`src/rtl/riscv_zero_fetch.sv`:
```
// riscv_zero_fetch: instruction fetch stage.
// Owns the fetch PC and keeps a single request outstanding to instruction
// memory. It presents one registered instruction to decode, parks one more
// in a hold buffer while decode stalls, and squashes stale fetches when
// execute redirects the PC.
module riscv_zero_fetch #(
  parameter logic [31:0] RESET_PC = 32'h0000_0000,
  parameter logic [31:0] NOP_INST = 32'h0000_0013
) (
  input  logic        clk,
  input  logic        reset,
  input  logic        stall,
  input  logic        redirect_valid,
  input  logic [31:0] redirect_pc,
  output logic        imem_req_valid,
  input  logic        imem_req_ready,
  output logic [31:0] imem_addr,
  input  logic        imem_rsp_valid,
  input  logic [31:0] imem_rsp_data,
  output logic [31:0] inst_data,
  output logic [31:0] pc_out,
  output logic        inst_valid
);

  typedef enum logic [1:0] {
    S_REQ  = 2'd0,
    S_WAIT = 2'd1,
    S_HOLD = 2'd2
  } state_t;

  state_t      state;
  logic [31:0] fetch_pc;
  logic [31:0] pend_pc;
  logic [31:0] hold_data;
  logic [31:0] hold_pc;
  logic        drop;
  logic        req_fire;
  logic        unused_redirect_lsbs;

  // The target is always word aligned, so the low redirect bits carry no information.
  assign unused_redirect_lsbs = ^redirect_pc[1:0];

  // A request is presented only in S_REQ and never while reset is held.
  assign imem_req_valid = (state == S_REQ) && !reset;
  assign imem_addr      = fetch_pc;
  assign req_fire       = imem_req_valid && imem_req_ready;

  // Fetch FSM, output register and hold buffer; redirect outranks everything but reset.
  always_ff @(posedge clk) begin
    if (reset) begin
      state      <= S_REQ;
      fetch_pc   <= RESET_PC;
      drop       <= 1'b0;
      inst_valid <= 1'b0;
      inst_data  <= NOP_INST;
      pc_out     <= '0;
    end else if (redirect_valid) begin
      fetch_pc   <= {redirect_pc[31:2], 2'b00};
      inst_valid <= 1'b0;
      inst_data  <= NOP_INST;
      unique case (state)
        S_REQ: begin
          // An address accepted this cycle is already stale: eat its response.
          if (req_fire) begin
            drop  <= 1'b1;
            state <= S_WAIT;
          end
        end
        S_WAIT: begin
          if (imem_rsp_valid) begin
            drop  <= 1'b0;
            state <= S_REQ;
          end else begin
            drop  <= 1'b1;
          end
        end
        default: begin
          // Leaving S_HOLD discards the buffered instruction.
          state <= S_REQ;
        end
      endcase
    end else begin
      // Decode took the current instruction; a load below overrides this.
      if (inst_valid && !stall) begin
        inst_valid <= 1'b0;
        inst_data  <= NOP_INST;
      end
      unique case (state)
        S_REQ: begin
          if (req_fire) begin
            pend_pc  <= fetch_pc;
            fetch_pc <= fetch_pc + 32'd4;
            state    <= S_WAIT;
          end
        end
        S_WAIT: begin
          if (imem_rsp_valid) begin
            if (drop) begin
              drop  <= 1'b0;
              state <= S_REQ;
            end else if (!inst_valid || !stall) begin
              inst_data  <= imem_rsp_data;
              pc_out     <= pend_pc;
              inst_valid <= 1'b1;
              state      <= S_REQ;
            end else begin
              hold_data <= imem_rsp_data;
              hold_pc   <= pend_pc;
              state     <= S_HOLD;
            end
          end
        end
        default: begin
          // S_HOLD: output register is occupied and stalled; release when decode frees it.
          if (!stall) begin
            inst_data  <= hold_data;
            pc_out     <= hold_pc;
            inst_valid <= 1'b1;
            state      <= S_REQ;
          end
        end
      endcase
    end
  end

endmodule

```
`config.mk`:
```
export PLATFORM = sky130hd
export DESIGN_NAME = riscv_zero_fetch
export DESIGN_NICKNAME = d
export VERILOG_FILES = /design/src/rtl/riscv_zero_fetch.sv
export SDC_FILE = /design/constraint.sdc
export NUM_CORES = 1
export LEC_CHECK = 0
export BUFFER_PORTS_ARGS = -buffer_cell sky130_fd_sc_hd__clkbuf_2
export CAP_MARGIN = 0
export CORE_ASPECT_RATIO = 0.5
export CORE_MARGIN = 2
export CORE_UTILIZATION = 48
export DETAILED_ROUTE_END_ITERATION = 10
export PLACE_DENSITY = 0.77
export SLEW_MARGIN = 20
export SYNTH_ARGS = -nofsm -noshare
export SYNTH_HDL_FRONTEND = slang
export SYNTH_SLANG_ARGS = --single-unit
```
`constraint.sdc`:
```
create_clock -name clk -period 12.22 [get_ports clk]
set_input_delay 1.833 -clock clk [delete_from_list [all_inputs] [get_ports clk]]
set_output_delay 1.833 -clock clk [all_outputs]
set_load 0.02 [all_outputs]
```
==> results.py <==
metrics = {
    "critical_path": {
        "rrSetupSlack_ns": 9.53,
        "cp_common_cell": "clkbuf_2",
        "crit_fanout": 65,
        "r2r-start": "imem_addr[2]",
        "critPathKind": "in -> out",
        "startpoint": "reset",
        "regToRegEndpoint": "imem_addr[16]",
        "critical_path_arrival_ns": 2.83,
        "crit_chain": "clkbuf_2 > buf_4 > nor3_1 > clkbuf_2",
        "end_kind": "output port",
        "start_kind": "primary input",
        "critPathBufInv": 3,
        "crit_path_top_delay_cell": "buf_4",
        "r2r_cells": 6,
        "path_delay_family": "buffers and inverters",
        "cpPeakStageDelay_ns": 0.56,
        "crit_required_ns": 10.39,
    },
    "run_status": {
        "status": "completed",
    },
    "floorplanning": {
        "initial_core_util": 0.4981,
        "die_x_um": 184.0,
        "die-area_um2": 17300,
        "io_pins": 168,
        "fp.dieH_um": 94.01,
        "rows": 32,
        "coreArea_um2": 15620,
    },
    "final_layout": {
        "fillers": 1291,
        "drive_gt1_frac": 0.2635,
        "nNetsFinal": 875,
        "finalInstanceArea_um2": 9279,
        "final-seq-area_um2": 4686,
        "multi_input_area_um2": 2801,
        "stdcell_count": 1020,
        "n_antenna_cell": 0,
        "syn_to_final_growth_pct": 19.31,
    },
    "grt": {
        "grt_pass1_wl_um": 28760,
        "grt_pass1_vias": 5448,
        "grt_max_degree": 66,
        "grt_usage": 0.2157,
        "grt.overflow.total": 0,
        "antenna_found_initial": 0,
    },
    "logic_synthesis": {
        "synth_area_leader_cell": "edfxtp_1",
        "synth_edf_count": 92,
        "synth_ff_type": "dfxtp_1",
        "synthArstFlopShare": 0,
        "ys_types": 53,
        "syn-instance-count": 664,
        "yosysWarnings": 0,
        "synth_area_um2": 7777,
        "synth_area_per_cell_um2": 11.71,
        "ys_seq_area_frac": 0.6023,
        "synth_area_leaders": "edfxtp_1, dfxtp_1, mux2i_1",
        "ys_seq_elements": 188,
        "netlist.area_leader.share": 0.3552,
    },
    "detailed_routing": {
        "drt_wl_total_um": 18130,
        "viasPerCell": 5.595,
        "vias": 5707,
        "drt_iter0_drc": 300,
        "drt-wirelength-per-cell_um": 17.78,
        "drt_pass1_iterations": 5,
        "post-route-drc-count": 0,
        "postRouteAntennaNets": 0,
    },
    "timing": {
        "setup_tns_ns": 0,
        "fin_crit_sh": 0.3818,
        "slew_headroom": 0.2920,
        "setup_violations": 0,
        "slew_violations": 0,
        "rsz0062_at_grt": "false",
        "finalCriticalPeriod_ns": 4.666,
        "hold_viol_final": 0,
        "max_freq_mhz": 214.3,
        "worst_pin_slew_ns": 1.047,
        "skew_ns": 0.007248,
    },
    "power_and_ir_drop": {
        "ir_worst_vdd_uv": 102.7,
        "p_leak_nw": 3.525,
        "p_per_area_nw_per_um2": 144.9,
        "power_mw": 1.344,
    },
    "placement": {
        "io_buffers": 161,
        "place_inst": 989,
        "place_area_um2": 8697,
        "hpwl_um": 12010,
        "gp_congestion": 0.7860,
    },
    "clocking": {
        "cts_tree": "yes",
        "numCtsBuffers": 17,
        "cts.path.max_buffers": 2,
        "cts.clk_slew.worst_paths_ns": 0.08,
        "clk_latency_ns": 0.43,
        "root_buffer": "clkbuf_16",
        "cts.hold.buffers_added": 0,
        "h-tree-depth": 4,
        "clock-sinks": 188,
        "postCtsSetupBuffers": 0,
        "cts_resized": 0,
    },
    "min_path": {
        "worstHoldStart": "pend_pc[18]",
        "worstHoldEndpoint": "hold_pc[18]",
        "hold_path.class": "reg -> reg",
        "holdPathStages": 0,
    },
    "job": {
        "drv_cap": 0,
    },
}
[cells in the mapped netlist, types with 5 or more instances]
library cell / n
dfxtp_1: 96
edfxtp_1: 92
nor2_1: 64
mux2i_1: 50
a211oi_1: 39
a21oi_1: 26
clkbuf_1: 25
inv_1: 25
nand2_1: 22
xnor2_1: 19
buf_2: 16
o21a_1: 16
nand3_1: 14
a221oi_1: 13
a22oi_1: 13
nand4_1: 13
a22o_1: 10
nor3_1: 10
o21ai_0: 10
a31oi_1: 6
buf_4: 6
o31a_1: 6
xor2_1: 6
nor2b_1: 5
[worst reg2reg max path, delay by kind of cell (launching register included)]
| kind | cells | cell delay (ns) |
|---|---|---|
| xor gates and xnor gates | 1 | 0.21 |
| DFF | 1 | 0.47 |
| adders and majority gates | 1 | 0.26 |
| and+or+nand+nor | 3 | 1.51 |
| AOI/OAI and AO/OA | 1 | 0.09 |
[where the power goes]
group          leakage (nW)  switching [mW]  internal (mW)
Sequential             1.61          0.0189          0.676
Clock                 0.281           0.262          0.273
Combinational          1.63          0.0693         0.0447
Total                  3.53           0.350          0.994
[routing by layer]
metal	vias to the layer above	GRT usage	routed length, um
li1	2785	-	-
met1	2724	0.2968	8619
met2	175	0.3462	8283
met3	23	0.04109	965
met4	0	0.07067	264
met5	-	0	0
[worst max path at each step]
stage	slack (ns)	endpoint	depth (start not counted)
after floorplan	4.84	hold_data[0]	4
after CTS	7.58	imem_req_valid	4
after detailed placement	7.57	imem_req_valid	4
after global placement	7.57	imem_req_valid	4
final	7.55	imem_req_valid	4
after global routing	7.47	imem_req_valid	4
[stage by stage]
stage                     utilization  worst slack [ns]  hold WS [ns]
after CTS                      0.5939             7.575        0.4676
after global routing           0.5942             7.474        0.4760
after detailed placement       0.5570             7.567        0.4493
after floorplan                     -             4.840        0.4261
final                          0.5942             7.554        0.4597
after global placement         0.5570             7.568        0.4401
[kinds of logic after synthesis]
family                     synth area share
adders and majority gates          0.001608
AOI/OAI and AO/OA                    0.1503
xor gates and xnor gates            0.02815
and+or+nand+nor                      0.1092
buffers and inverters               0.04215
muxes                               0.06580
DFF                                  0.6023
other                             0.0004822
[cells in the final DEF, fill, tap and decap left out, types with 4 or more instances in the layout]
master and n:
inv_8 6, nand4_1 13, a41oi_1 4, a211oi_1 39
mux2i_1 50, clkbuf_16 17, a31oi_1 6, inv_1 24
xnor2_1 19, clkbuf_2 161, nor2b_1 4, xor2_1 6
o211ai_1 4, clkinv_4 4, nor4_1 4, dfxtp_1 95
nand2_1 22, o31a_1 6, o21a_1 16, edfxtp_1 92
a22o_1 10, a22oi_1 13, a32oi_1 4, a21oi_1 26
nand3_1 14, conb_1 4, o21ai_0 10, nor2_1 64
nor3_1 9, buf_4 8, a221oi_1 13
[final cells by class]
class	instances	share of cell area
inverter	25	0.01011
sequential	188	0.5050
multi-input combinational	403	0.3019
timing repair buffer	169	0.09331
tap	204	0.02751
clock buffer	17	0.04585
clock inverter	14	0.01632
No activity file was read; power rests on OpenSTA's default activity.
